$ cat src/rtl/pipeline_ex_exmem.sv
// pipeline_ex_exmem: execute stage of the five-stage MIPS pipeline.
//   Computes the ALU result from forwarded operands, runs an iterative
//   multiply/divide unit with HI/LO, raises stall when an instruction depends
//   on an in-flight multiply/divide, and registers the 73-bit EXMEM bundle.
//
// Build option:
//   PIPELINE_MULDIV_EN  defined   -> multiply/divide FSM and HI/LO are built.
//                       undefined -> md_op ignored, md_busy=stall=0, MFHI/MFLO=0.
//
// Ports:
//   clk         system clock, rising edge
//   reset       asynchronous active-low reset
//   valid       IDEX holds a real instruction
//   flush       kill the EX instruction (bubble into EXMEM)
//   op_a, op_b  forwarded operands
//   store_data  forwarded rt for stores
//   shamt       shift amount
//   alu_fun     ALU function select
//   md_op       multiply/divide/MTHI/MTLO select
//   wb_ctrl     writeback control, passed through
//   mem_read, mem_write  memory controls, passed through
//   stall       freeze PC/IFID/IDEX this cycle (combinational)
//   md_busy     multiply/divide in flight
//   EXMEM       {mem_write, mem_read, wb_ctrl, store_data, alu_result}
module pipeline_ex_exmem #(
    parameter logic [31:0] DIV0_Q = 32'hFFFF_FFFF
) (
    input  logic        clk,
    input  logic        reset,
    input  logic        valid,
    input  logic        flush,
    input  logic [31:0] op_a,
    input  logic [31:0] op_b,
    input  logic [31:0] store_data,
    input  logic [4:0]  shamt,
    input  logic [3:0]  alu_fun,
    input  logic [2:0]  md_op,
    input  logic [6:0]  wb_ctrl,
    input  logic        mem_read,
    input  logic        mem_write,
    output logic        stall,
    output logic        md_busy,
    output logic [72:0] EXMEM
);

    localparam int unsigned XLEN    = 32;
    localparam int unsigned EXMEM_W = 73;

    localparam logic [3:0] ALU_ADD  = 4'd0;
    localparam logic [3:0] ALU_SUB  = 4'd1;
    localparam logic [3:0] ALU_AND  = 4'd2;
    localparam logic [3:0] ALU_OR   = 4'd3;
    localparam logic [3:0] ALU_XOR  = 4'd4;
    localparam logic [3:0] ALU_NOR  = 4'd5;
    localparam logic [3:0] ALU_SLL  = 4'd6;
    localparam logic [3:0] ALU_SRL  = 4'd7;
    localparam logic [3:0] ALU_SRA  = 4'd8;
    localparam logic [3:0] ALU_SLT  = 4'd9;
    localparam logic [3:0] ALU_SLTU = 4'd10;
    localparam logic [3:0] ALU_LUI  = 4'd11;
    localparam logic [3:0] ALU_MFHI = 4'd12;
    localparam logic [3:0] ALU_MFLO = 4'd13;

    logic [XLEN-1:0]    alu_result_c;
    logic [XLEN-1:0]    hi_val_c;
    logic [XLEN-1:0]    lo_val_c;
    logic               stall_c;
    logic               md_busy_c;
    logic [EXMEM_W-1:0] exmem_d;
    logic [EXMEM_W-1:0] exmem_q;

`ifdef PIPELINE_MULDIV_EN
    localparam logic [1:0] S_IDLE = 2'd0;
    localparam logic [1:0] S_MUL  = 2'd1;
    localparam logic [1:0] S_DIV  = 2'd2;
    localparam logic [1:0] S_FIX  = 2'd3;

    localparam logic [2:0] MD_MULT  = 3'd1;
    localparam logic [2:0] MD_MULTU = 3'd2;
    localparam logic [2:0] MD_DIV   = 3'd3;
    localparam logic [2:0] MD_DIVU  = 3'd4;
    localparam logic [2:0] MD_MTHI  = 3'd5;
    localparam logic [2:0] MD_MTLO  = 3'd6;

    logic [1:0]        state_q, state_d;
    logic [4:0]        cnt_q, cnt_d;
    logic [63:0]       acc_q, acc_d;     // MUL: product; DIV: {remainder, quotient}
    logic [XLEN-1:0]   opb_q, opb_d;     // multiplicand or divisor magnitude
    logic              div_q, div_d;
    logic              neg_q, neg_d;     // product / quotient sign
    logic              rneg_q, rneg_d;   // remainder sign (dividend sign)
    logic              div0_q, div0_d;
    logic [XLEN-1:0]   hi_q, hi_d;
    logic [XLEN-1:0]   lo_q, lo_d;

    logic              md_dep_c;
    logic              md_fire_c;
    logic              md_signed_c;
    logic [XLEN-1:0]   abs_a_c, abs_b_c;
    logic [XLEN:0]     mul_sum_c;
    logic [63:0]       mul_next_c;
    logic [XLEN:0]     div_rs_c;
    logic              div_ge_c;
    logic [XLEN-1:0]   div_diff_c;
    logic [63:0]       div_next_c;
    logic [63:0]       mul_fix_c;
    logic [XLEN-1:0]   quo_fix_c, rem_fix_c;

    // Hazard detect: anything touching HI/LO or the unit waits for it.
    always_comb begin
        md_dep_c  = (alu_fun == ALU_MFHI) || (alu_fun == ALU_MFLO) ||
                    ((md_op >= MD_MULT) && (md_op <= MD_MTLO));
        md_busy_c = (state_q != S_IDLE);
        stall_c   = valid & ~flush & md_busy_c & md_dep_c;
        md_fire_c = valid & ~flush & ~stall_c;
        hi_val_c  = hi_q;
        lo_val_c  = lo_q;
    end

    // Step datapath for shift-add multiply and restoring divide.
    always_comb begin
        md_signed_c = (md_op == MD_MULT) || (md_op == MD_DIV);
        abs_a_c     = op_a[31] ? (~op_a + 32'd1) : op_a;
        abs_b_c     = op_b[31] ? (~op_b + 32'd1) : op_b;

        mul_sum_c   = {1'b0, acc_q[63:32]} + {1'b0, (acc_q[0] ? opb_q : 32'd0)};
        mul_next_c  = {mul_sum_c, acc_q[31:1]};

        // Partial remainder stays below the divisor, so the difference fits 32 bits.
        div_rs_c    = {acc_q[63:32], acc_q[31]};
        div_ge_c    = (div_rs_c >= {1'b0, opb_q});
        div_diff_c  = div_rs_c[31:0] - opb_q;
        div_next_c  = div_ge_c ? {div_diff_c, acc_q[30:0], 1'b1}
                               : {div_rs_c[31:0], acc_q[30:0], 1'b0};

        mul_fix_c   = neg_q  ? (~acc_q + 64'd1) : acc_q;
        quo_fix_c   = neg_q  ? (~acc_q[31:0] + 32'd1) : acc_q[31:0];
        rem_fix_c   = rneg_q ? (~acc_q[63:32] + 32'd1) : acc_q[63:32];
    end

    // Multiply/divide FSM next-state.
    always_comb begin
        state_d = state_q;
        cnt_d   = cnt_q;
        acc_d   = acc_q;
        opb_d   = opb_q;
        div_d   = div_q;
        neg_d   = neg_q;
        rneg_d  = rneg_q;
        div0_d  = div0_q;
        hi_d    = hi_q;
        lo_d    = lo_q;
        case (state_q)
            S_IDLE: begin
                if (md_fire_c) begin
                    if ((md_op >= MD_MULT) && (md_op <= MD_DIVU)) begin
                        acc_d   = {32'd0, (md_signed_c ? abs_a_c : op_a)};
                        opb_d   = md_signed_c ? abs_b_c : op_b;
                        neg_d   = md_signed_c & (op_a[31] ^ op_b[31]);
                        rneg_d  = md_signed_c & op_a[31];
                        div_d   = (md_op == MD_DIV) || (md_op == MD_DIVU);
                        div0_d  = (op_b == 32'd0);
                        cnt_d   = 5'd0;
                        state_d = ((md_op == MD_DIV) || (md_op == MD_DIVU)) ? S_DIV : S_MUL;
                    end else if (md_op == MD_MTHI) begin
                        hi_d = op_a;
                    end else if (md_op == MD_MTLO) begin
                        lo_d = op_a;
                    end
                end
            end
            S_MUL: begin
                acc_d = mul_next_c;
                cnt_d = cnt_q + 5'd1;
                if (cnt_q == 5'd31) state_d = S_FIX;
            end
            S_DIV: begin
                acc_d = div_next_c;
                cnt_d = cnt_q + 5'd1;
                if (cnt_q == 5'd31) state_d = S_FIX;
            end
            S_FIX: begin
                // Divide by zero leaves the dividend in the remainder naturally.
                if (div_q) begin
                    lo_d = div0_q ? DIV0_Q : quo_fix_c;
                    hi_d = rem_fix_c;
                end else begin
                    hi_d = mul_fix_c[63:32];
                    lo_d = mul_fix_c[31:0];
                end
                state_d = S_IDLE;
            end
            default: state_d = S_IDLE;
        endcase
    end

    // Multiply/divide state; reset discards any partial result.
    always_ff @(posedge clk or negedge reset) begin
        if (!reset) begin
            state_q <= S_IDLE;
            cnt_q   <= 5'd0;
            acc_q   <= 64'd0;
            opb_q   <= 32'd0;
            div_q   <= 1'b0;
            neg_q   <= 1'b0;
            rneg_q  <= 1'b0;
            div0_q  <= 1'b0;
            hi_q    <= 32'd0;
            lo_q    <= 32'd0;
        end else begin
            state_q <= state_d;
            cnt_q   <= cnt_d;
            acc_q   <= acc_d;
            opb_q   <= opb_d;
            div_q   <= div_d;
            neg_q   <= neg_d;
            rneg_q  <= rneg_d;
            div0_q  <= div0_d;
            hi_q    <= hi_d;
            lo_q    <= lo_d;
        end
    end
`else
    logic unused_md_op;

    // No multiply/divide unit: never busy, HI/LO read as zero.
    always_comb begin
        md_busy_c    = 1'b0;
        stall_c      = 1'b0;
        hi_val_c     = '0;
        lo_val_c     = '0;
        unused_md_op = &{1'b0, md_op};
    end
`endif

    // ALU, wrap-around arithmetic with no overflow trap.
    always_comb begin
        alu_result_c = op_a + op_b;
        case (alu_fun)
            ALU_ADD:  alu_result_c = op_a + op_b;
            ALU_SUB:  alu_result_c = op_a - op_b;
            ALU_AND:  alu_result_c = op_a & op_b;
            ALU_OR:   alu_result_c = op_a | op_b;
            ALU_XOR:  alu_result_c = op_a ^ op_b;
            ALU_NOR:  alu_result_c = ~(op_a | op_b);
            ALU_SLL:  alu_result_c = op_b << shamt;
            ALU_SRL:  alu_result_c = op_b >> shamt;
            ALU_SRA:  alu_result_c = $unsigned($signed(op_b) >>> shamt);
            ALU_SLT:  alu_result_c = {31'd0, ($signed(op_a) < $signed(op_b))};
            ALU_SLTU: alu_result_c = {31'd0, (op_a < op_b)};
            ALU_LUI:  alu_result_c = {op_b[15:0], 16'h0000};
            ALU_MFHI: alu_result_c = hi_val_c;
            ALU_MFLO: alu_result_c = lo_val_c;
            default:  alu_result_c = op_a + op_b;
        endcase
    end

    // EXMEM bundle; stalled, flushed or empty slots become bubbles.
    always_comb begin
        exmem_d = '0;
        if (valid && !flush && !stall_c) begin
            exmem_d = {mem_write, mem_read, wb_ctrl, store_data, alu_result_c};
        end
    end

    always_ff @(posedge clk or negedge reset) begin
        if (!reset) begin
            exmem_q <= '0;
        end else begin
            exmem_q <= exmem_d;
        end
    end

    assign EXMEM   = exmem_q;
    assign stall   = stall_c;
    assign md_busy = md_busy_c;

endmodule

$ cat config.mk
export PLATFORM = sky130hd
export DESIGN_NAME = pipeline_ex_exmem
export DESIGN_NICKNAME = d
export VERILOG_FILES = /design/src/rtl/pipeline_ex_exmem.sv
export SDC_FILE = /design/constraint.sdc
export NUM_CORES = 1
export LEC_CHECK = 0
export ABC_AREA = 1
export CAP_MARGIN = 20
export CORE_MARGIN = 10
export CORE_UTILIZATION = 49
export CTS_CLUSTER_DIAMETER = 150
export DETAILED_ROUTE_END_ITERATION = 10
export PLACE_DENSITY = 0.74
export REMOVE_ABC_BUFFERS = 1
export SLEW_MARGIN = 15
export SYNTH_ARGS = -nofsm -noshare
export SYNTH_HDL_FRONTEND = slang
export SYNTH_SLANG_ARGS = --single-unit
$ cat constraint.sdc
create_clock -name clk -period 0.8 [get_ports clk]
set_input_delay 0.24 -clock clk [delete_from_list [all_inputs] [get_ports clk]]
set_output_delay 0.24 -clock clk [all_outputs]
set_load 0.01 [all_outputs]
==> results.json, run 1 <==
{
  "clock_path_buffers": 2,
  "track_usage_pct": 106,
  "place_ws_ps": -2050,
  "grt-worst-endpoint": "EXMEM[4]$_DFF_PN0_/D",
  "synth_common_cells": "715 x nand2_1, 377 x nand3_1, 305 x inv_1, 233 x nor2_1, 119 x a21oi_1",
  "status": "did not finish",
  "ys_ff_latch": 73,
  "io_buffers": 190,
  "synthTopCellsByArea": "nand2_1 21%, nand3_1 15%, dfrtp_1 14%, ha_1 9.4%, inv_1 9.0%",
  "ios": 196,
  "grt_max_degree": 52,
  "stop_error": "[ERROR GRT-0232] Routing congestion too high. Check the congestion heatmap in the GUI.",
  "endpoint_type": "register data pin",
  "cts-root-buf": "clkbuf_16",
  "start_util_pct": 49.4,
  "hpwlAfterDp_mm": 57.3,
  "synth_top_area_share_pct": 21.0,
  "row_count": 59,
  "cts_buffers": 9,
  "synth_cell_types": 47,
  "dieHeight_um": 181,
  "async_reset_ff_share_pct": 100,
  "synth_edf_count": 0,
  "ys.flop_type": "dfrtp_1",
  "yosysMostFrequentCell": "nand2_1",
  "synth_area_per_cell_um2": 5.47,
  "gr-total-overflow": 4314,
  "lastStage": "global routing",
  "cts.sinks": 73,
  "fp.dieW_um": 181,
  "ys_seq_area_share_pct": 14.3,
  "syn_inst": 2334,
  "h-tree-depth": 3,
  "yosys.area.top_type": "nand2_1",
  "place.gp.congestion": 1.15,
  "synth-warning-count": 0,
  "synth_area_mm2": 0.0128
}
## cells by family after synthesis
kind of cell | Yosys count | synth area share, %
other | 1 | 0.0294
buffers and inverters | 425 | 14.2
adder cells (fa/ha/maj) | 98 | 9.73
AO/OA/AOI/OAI | 289 | 12.6
flip-flops | 73 | 14.3
XOR/XNOR | 1 | 0.0687
AND/OR/NAND/NOR | 1447 | 49.1
## repair_timing
action                     4_1_cts
hold buffers                     1
setup endpoints to repair      146
cloned                          13
setup buffers                   88
hold endpoints to repair        73
pin swaps                      347
resized for setup             1668
## metrics by stage
step	TNS [ps]	cells	hold slack, ps	cell area [um^2]	util, %
after floorplan	-96550	2228	-55.6	12200	-
after global placement	-106630	3274	66.3	18600	72.0
after detailed placement	-111140	3274	70.5	18600	72.0
after CTS	-46740	3385	246	23100	89.4
## routing by layer
metal,GRT overflow,GRT usage (%)
met5,14,66.1
met4,668,112
met2,3455,146
met1,83,87.5
met3,94,83.1
==> run 2, diff against run 1 <==
--- a/config.mk
+++ b/config.mk
@@ -8,10 +8,9 @@
 export ABC_AREA = 1
 export CAP_MARGIN = 20
 export CORE_MARGIN = 10
-export CORE_UTILIZATION = 49
-export CTS_CLUSTER_DIAMETER = 150
+export CORE_UTILIZATION = 34
 export DETAILED_ROUTE_END_ITERATION = 10
-export PLACE_DENSITY = 0.74
+export PLACE_DENSITY_LB_ADDON = 0.15
 export REMOVE_ABC_BUFFERS = 1
 export SLEW_MARGIN = 15
 export SYNTH_ARGS = -nofsm -noshare
==> results.json, run 2 <==
{
  "clock_path_buffers": 2,
  "tns_ps": -48740,
  "final_core_util_pct": 68.7,
  "sw_frac_of_total_pct": 46.5,
  "ant_nets": 0,
  "layout_min_cycle_time_ps": 1740,
  "cts-root-buf": "clkbuf_16",
  "fmax_ghz": 0.576,
  "dieArea_mm2": 0.0457,
  "placedCellCount": 3458,
  "finalCritPeriodShare_pct": 217,
  "ys.flop_type": "dfrtp_1",
  "synth_edf_count": 0,
  "setup_viol": 105,
  "fin_area_mm2": 0.0253,
  "ys_ff_latch": 73,
  "cts.sinks": 73,
  "start_util_pct": 34.7,
  "wl_per_cell_um": 23.6,
  "grt_pass1_wl_mm": 121,
  "fin_cells": 3571,
  "fin_nets": 3316,
  "h-tree-depth": 3,
  "cts_buffers": 9,
  "powerDensity_mw_per_mm2": 977,
  "track_usage_pct": 35.6,
  "status": "finished, violations left",
  "critPathMaxFanout": 6,
  "fill_cells": 3192,
  "first_iter_violations": 2019,
  "cap_violations": 0,
  "place.gp.congestion": 1.08,
  "regArea_mm2": 0.00183,
  "violations": "negative setup slack",
  "finalHoldViolCount": 0,
  "yosysMostFrequentCell": "nand2_1",
  "cp_data_arrival_time_ps": 1990,
  "io_buffers": 190,
  "mostFrequentLayoutCell": "buf_4",
  "gr-total-overflow": 0,
  "clkPwrFrac_pct": 17.0,
  "net-switching-power_mw": 11.5,
  "clk_pin_slew_worst_paths_ps": 80,
  "hp-class": "input port to async pin",
  "area_growth_pct": 98.0,
  "vias": 19900,
  "hpwlAfterDp_mm": 65.1,
  "placed_cell_area_mm2": 0.0192,
  "setup_slack_ps": -935,
  "ys_seq_area_share_pct": 14.3,
  "tritoncts": "done",
  "drv_slew": 0,
  "layout_common_cells": "531 x buf_4, 417 x nand2_1, 218 x nand3_1",
  "largest_register_ffs": 73,
  "routed_wl_mm": 84.2,
  "core_region_area_mm2": 0.0368,
  "start_kind": "input port",
  "p_int_mw": 13.2,
  "path_class": "input port to register",
  "ir_drop_mv": 1.14,
  "synth_common_cells": "715 x nand2_1, 377 x nand3_1, 305 x inv_1, 233 x nor2_1, 119 x a21oi_1",
  "row_count": 70,
  "leakagePower_nw": 12.6,
  "first_pass_iters": 8,
  "ios": 196,
  "drc_errors": 0,
  "rsz0062_at_grt": "true",
  "async_reset_ff_share_pct": 100,
  "drive_gt1_share_pct": 57.2,
  "crit_path_end_kind": "register",
  "synth_area_per_cell_um2": 5.47,
  "pwr-share-comb_pct": 67.1,
  "synthTopCellsByArea": "nand2_1 21%, nand3_1 15%, dfrtp_1 14%, ha_1 9.4%, inv_1 9.0%",
  "synth_area_mm2": 0.0128,
  "viasPerCell": 5.56,
  "synth_top_area_share_pct": 21.0,
  "p_seq_share_pct": 15.9,
  "antenna_found_initial": 1,
  "grt_max_degree": 52,
  "cp.required_ps": 1050,
  "synth-warning-count": 0,
  "multiInputGateArea_mm2": 0.0135,
  "dieHeight_um": 214,
  "yosys.area.top_type": "nand2_1",
  "grt_pass1_vias": 19600,
  "syn_inst": 2334,
  "fp.dieW_um": 214,
  "synth_cell_types": 47
}
[run 2: stage by stage]
stage | hold slack [ps] | total power, mW | setup slack, ps
2_1_floorplan | -55.6 | 8.59 | -1530
3_3_place_gp | 217 | 15.4 | -2180
3_5_place_dp | 213 | 15.4 | -2230
4_1_cts | 374 | 23.0 | -913
5_1_grt | 384 | 25.6 | -991
6_report | 370 | 24.7 | -935
[run 2: critical path, stage by stage]
cell,delay [ps]
buf_6,80
buf_12,160
inv_16,60
buf_6,130
nand2_4,80
nand3_4,90
nand3_4,110
o21ai_2,60
buf_4,150
o211ai_1,390
nand3_1,130
nor2_1,110
buf_4,150
nor2_1,50
[run 2: logic make-up after synthesis]
| group | share of synthesized area [%] |
|---|---|
| AOI/OAI and AO/OA | 12.6 |
| and+or+nand+nor | 49.1 |
| xor gates and xnor gates | 0.0687 |
| DFF | 14.3 |
| adders and majority gates | 9.73 |
| buffers and inverters | 14.2 |
| other | 0.0294 |
[run 2: what timing repair did]
item | 4_1_cts | 5_1_grt
pin swaps | 327 | 202
endpoints found under the setup margin | 146 | 125
hold buffers | 1 | 0
endpoints found under the hold margin | 73 | 0
buffers inserted | 79 | 29
gates resized for setup | 1714 | 375
cloned | 11 | 0
[run 2: power by group through the flow]
| stage | sequential (mW) | clock (mW) | combinational (mW) |
|---|---|---|---|
| after floorplan | 4.06 | 0 | 4.53 |
| after global placement | 3.98 | 0 | 11.4 |
| after detailed placement | 3.99 | 0 | 11.4 |
| after CTS | 3.92 | 4.26 | 14.8 |
| after global routing | 3.94 | 4.34 | 17.3 |
| final | 3.93 | 4.19 | 16.6 |
[run 2: path summary, 6_finish.rpt]
kind | from | slack (ps) | cells after the start | to
max in group asynchronous | reset | 110 | 3 | EXMEM[64]$_DFF_PN0_
min in group clk | store_data[27] | 380 | 3 | EXMEM[59]$_DFF_PN0_
max | shamt[0] | -940 | 14 | EXMEM[11]$_DFF_PN0_
min | reset | 370 | 3 | EXMEM[29]$_DFF_PN0_
[run 2: layout make-up]
type	instances	area share, %
multi-input combinational	1837	53.6
timing repair buffer	857	30.4
sequential	73	7.23
inverter	318	5.29
tap	468	2.32
clock buffer	9	0.891
clock inverter	7	0.243
timing repair inverter	1	0.0644
antenna	1	0.00991
[run 2: layer usage]
metal	wire length [um]	GRT usage (%)	up-vias
li1	-	-	9069
met1	32300	43.2	9474
met2	39200	59.0	1037
met3	7240	6.22	275
met4	5380	19.3	0
met5	0	0	-
Power figures use the tool's default switching activity.
==> run 3, diff against run 2 <==
--- a/config.mk
+++ b/config.mk
@@ -7,6 +7,8 @@
 export LEC_CHECK = 0
 export ABC_AREA = 1
 export CAP_MARGIN = 20
+export CELL_PAD_IN_SITES_DETAIL_PLACEMENT = 0
+export CELL_PAD_IN_SITES_GLOBAL_PLACEMENT = 1
 export CORE_MARGIN = 10
 export CORE_UTILIZATION = 34
 export DETAILED_ROUTE_END_ITERATION = 10
==> constraint.sdc (replaced) <==
create_clock -name clk -period 0.8 [get_ports clk]
set_input_delay 0.24 -clock clk [delete_from_list [all_inputs] [get_ports clk]]
set_output_delay 0.24 -clock clk [all_outputs]
set_load 0.1 [all_outputs]
==> results.json, run 3 (synthesis gave the netlist of run 2 again) <==
{
  "violations": "negative setup slack",
  "clkPwrFrac_pct": 16.6,
  "grt_pass1_wl_mm": 124,
  "fin_nets": 3348,
  "grt_max_degree": 53,
  "setup_slack_ps": -909,
  "powerDensity_mw_per_mm2": 1020,
  "sw_frac_of_total_pct": 49.0,
  "crit_family": "simple AND/OR/NAND/NOR gates",
  "cts-root-buf": "clkbuf_16",
  "hpwlAfterDp_mm": 67.2,
  "fmax_ghz": 0.585,
  "cts.sinks": 73,
  "finalCritPeriodShare_pct": 214,
  "core_region_area_mm2": 0.0368,
  "tritoncts": "done",
  "layout_min_cycle_time_ps": 1710,
  "grt_pass1_vias": 19600,
  "cp.required_ps": 1080,
  "ir_drop_mv": 1.01,
  "h-tree-depth": 3,
  "net-switching-power_mw": 13.1,
  "ant_nets": 0,
  "clock_path_buffers": 2,
  "cp_data_arrival_time_ps": 1980,
  "antenna_found_initial": 2,
  "drc_errors": 0,
  "dieHeight_um": 214,
  "slowest_stage": "ha_4",
  "start_kind": "input port",
  "dieArea_mm2": 0.0457,
  "routed_wl_mm": 89.9,
  "fp.dieW_um": 214,
  "first_pass_iters": 6,
  "slowest_delay_ps": 250,
  "worst_slew_pin_slew_ps": 515,
  "finalHoldViolCount": 0,
  "io_buffers": 190,
  "critPathMaxFanout": 6,
  "path_class": "input port to register",
  "start_util_pct": 34.7,
  "p_int_mw": 13.7,
  "final_core_util_pct": 71.2,
  "first_iter_violations": 2484,
  "pwr-share-comb_pct": 68.3,
  "cts_buffers": 9,
  "rsz0062_at_grt": "true",
  "drv_slew": 0,
  "critPathBufInv": 6,
  "status": "finished, violations left",
  "fill_cells": 2927,
  "cp_common_cell": "nand2_1",
  "row_count": 70,
  "crit_path_end_kind": "register",
  "cap_violations": 0,
  "wl_per_cell_um": 25.0,
  "place.gp.congestion": 1.05,
  "viasPerCell": 5.68,
  "setup_viol": 143,
  "hp-class": "input port to async pin",
  "layout_common_cells": "594 x buf_4, 451 x nand2_1, 237 x nand3_1",
  "ios": 196,
  "path_cells": "buf_12 -> inv_6 -> ha_4 -> buf_6 -> nor2_4 -> buf_6 -> nand2_2 -> nand2_2 -> inv_2 -> nand2_1 -> nand2_1 -> nand3_1 -> nand2_1 -> nand3_1 -> nand3_2 -> nand2_1 -> inv_1",
  "leakagePower_nw": 12.8,
  "p_seq_share_pct": 15.0,
  "max_slew_margin_pct": 65.3,
  "gr-total-overflow": 0,
  "area_growth_pct": 105,
  "track_usage_pct": 36.6,
  "clk_pin_slew_worst_paths_ps": 80,
  "largest_register_ffs": 73,
  "vias": 20500,
  "mostFrequentLayoutCell": "buf_4",
  "drive_gt1_share_pct": 56.5,
  "place_ws_ps": -2210
}
[run 3: cell type report]
class                      instances  area (um^2)  share of cell area [%]
clock buffer                       9          225                   0.860
clock inverter                     7         60.1                   0.229
timing repair inverter             1         11.3                  0.0430
timing repair buffer             889         8820                    33.7
sequential                        73         1830                    6.99
tap                              468          586                    2.24
inverter                         318         1350                    5.17
antenna                            1         2.50                 0.00956
multi-input combinational       1837        13300                    50.8
[run 3: worst max-delay path by stage]
stage | depth (start not counted) | endpoint | slack, ps | start
3_5_place_dp | 15 | EXMEM[10]$_DFF_PN0_ | -2210 | op_b[0]
6_report | 17 | EXMEM[21]$_DFF_PN0_ | -910 | op_b[12]
2_1_floorplan | 11 | EXMEM[30]$_DFF_PN0_ | -1530 | shamt[2]
3_3_place_gp | 17 | EXMEM[18]$_DFF_PN0_ | -2230 | op_b[0]
5_1_grt | 17 | EXMEM[21]$_DFF_PN0_ | -1010 | op_b[12]
4_1_cts | 18 | EXMEM[18]$_DFF_PN0_ | -910 | op_a[0]
[run 3: per-layer routing]
metal	routed length, um	global-route usage, %
met5	17	0
met4	5720	18.7
met3	8290	6.12
met2	41500	60.0
met1	34400	45.5
[run 3: repair_timing]
action | in CTS | in global routing
pin swaps | 315 | 256
setup buffers | 66 | 53
setup endpoints to repair | 146 | 122
endpoints found under the hold margin | 23 | 0
resized for setup | 1241 | 479
gates cloned | 11 | 5
hold buffers | 1 | 0
[run 3: stage by stage]
step	cell area, um^2	TNS (ps)	cells	power, mW	hold WS (ps)
2_1_floorplan	12200	-120150	2228	9.78	-55.6
3_3_place_gp	20000	-92500	3468	17.1	134
3_5_place_dp	20000	-94280	3468	17.1	132
4_1_cts	24200	-55170	3556	24.6	281
5_1_grt	26200	-60180	3603	27.6	295
6_report	26200	-56980	3603	26.8	285
[run 3: power by group through the flow]
stage	clock, mW	sequential, mW	combinational, mW
3_3_place_gp	0	4.08	13.0
2_1_floorplan	0	5.21	4.57
6_report	4.46	4.03	18.3
5_1_grt	4.54	4.03	19.0
3_5_place_dp	0	4.09	13.0
4_1_cts	4.44	4.02	16.1
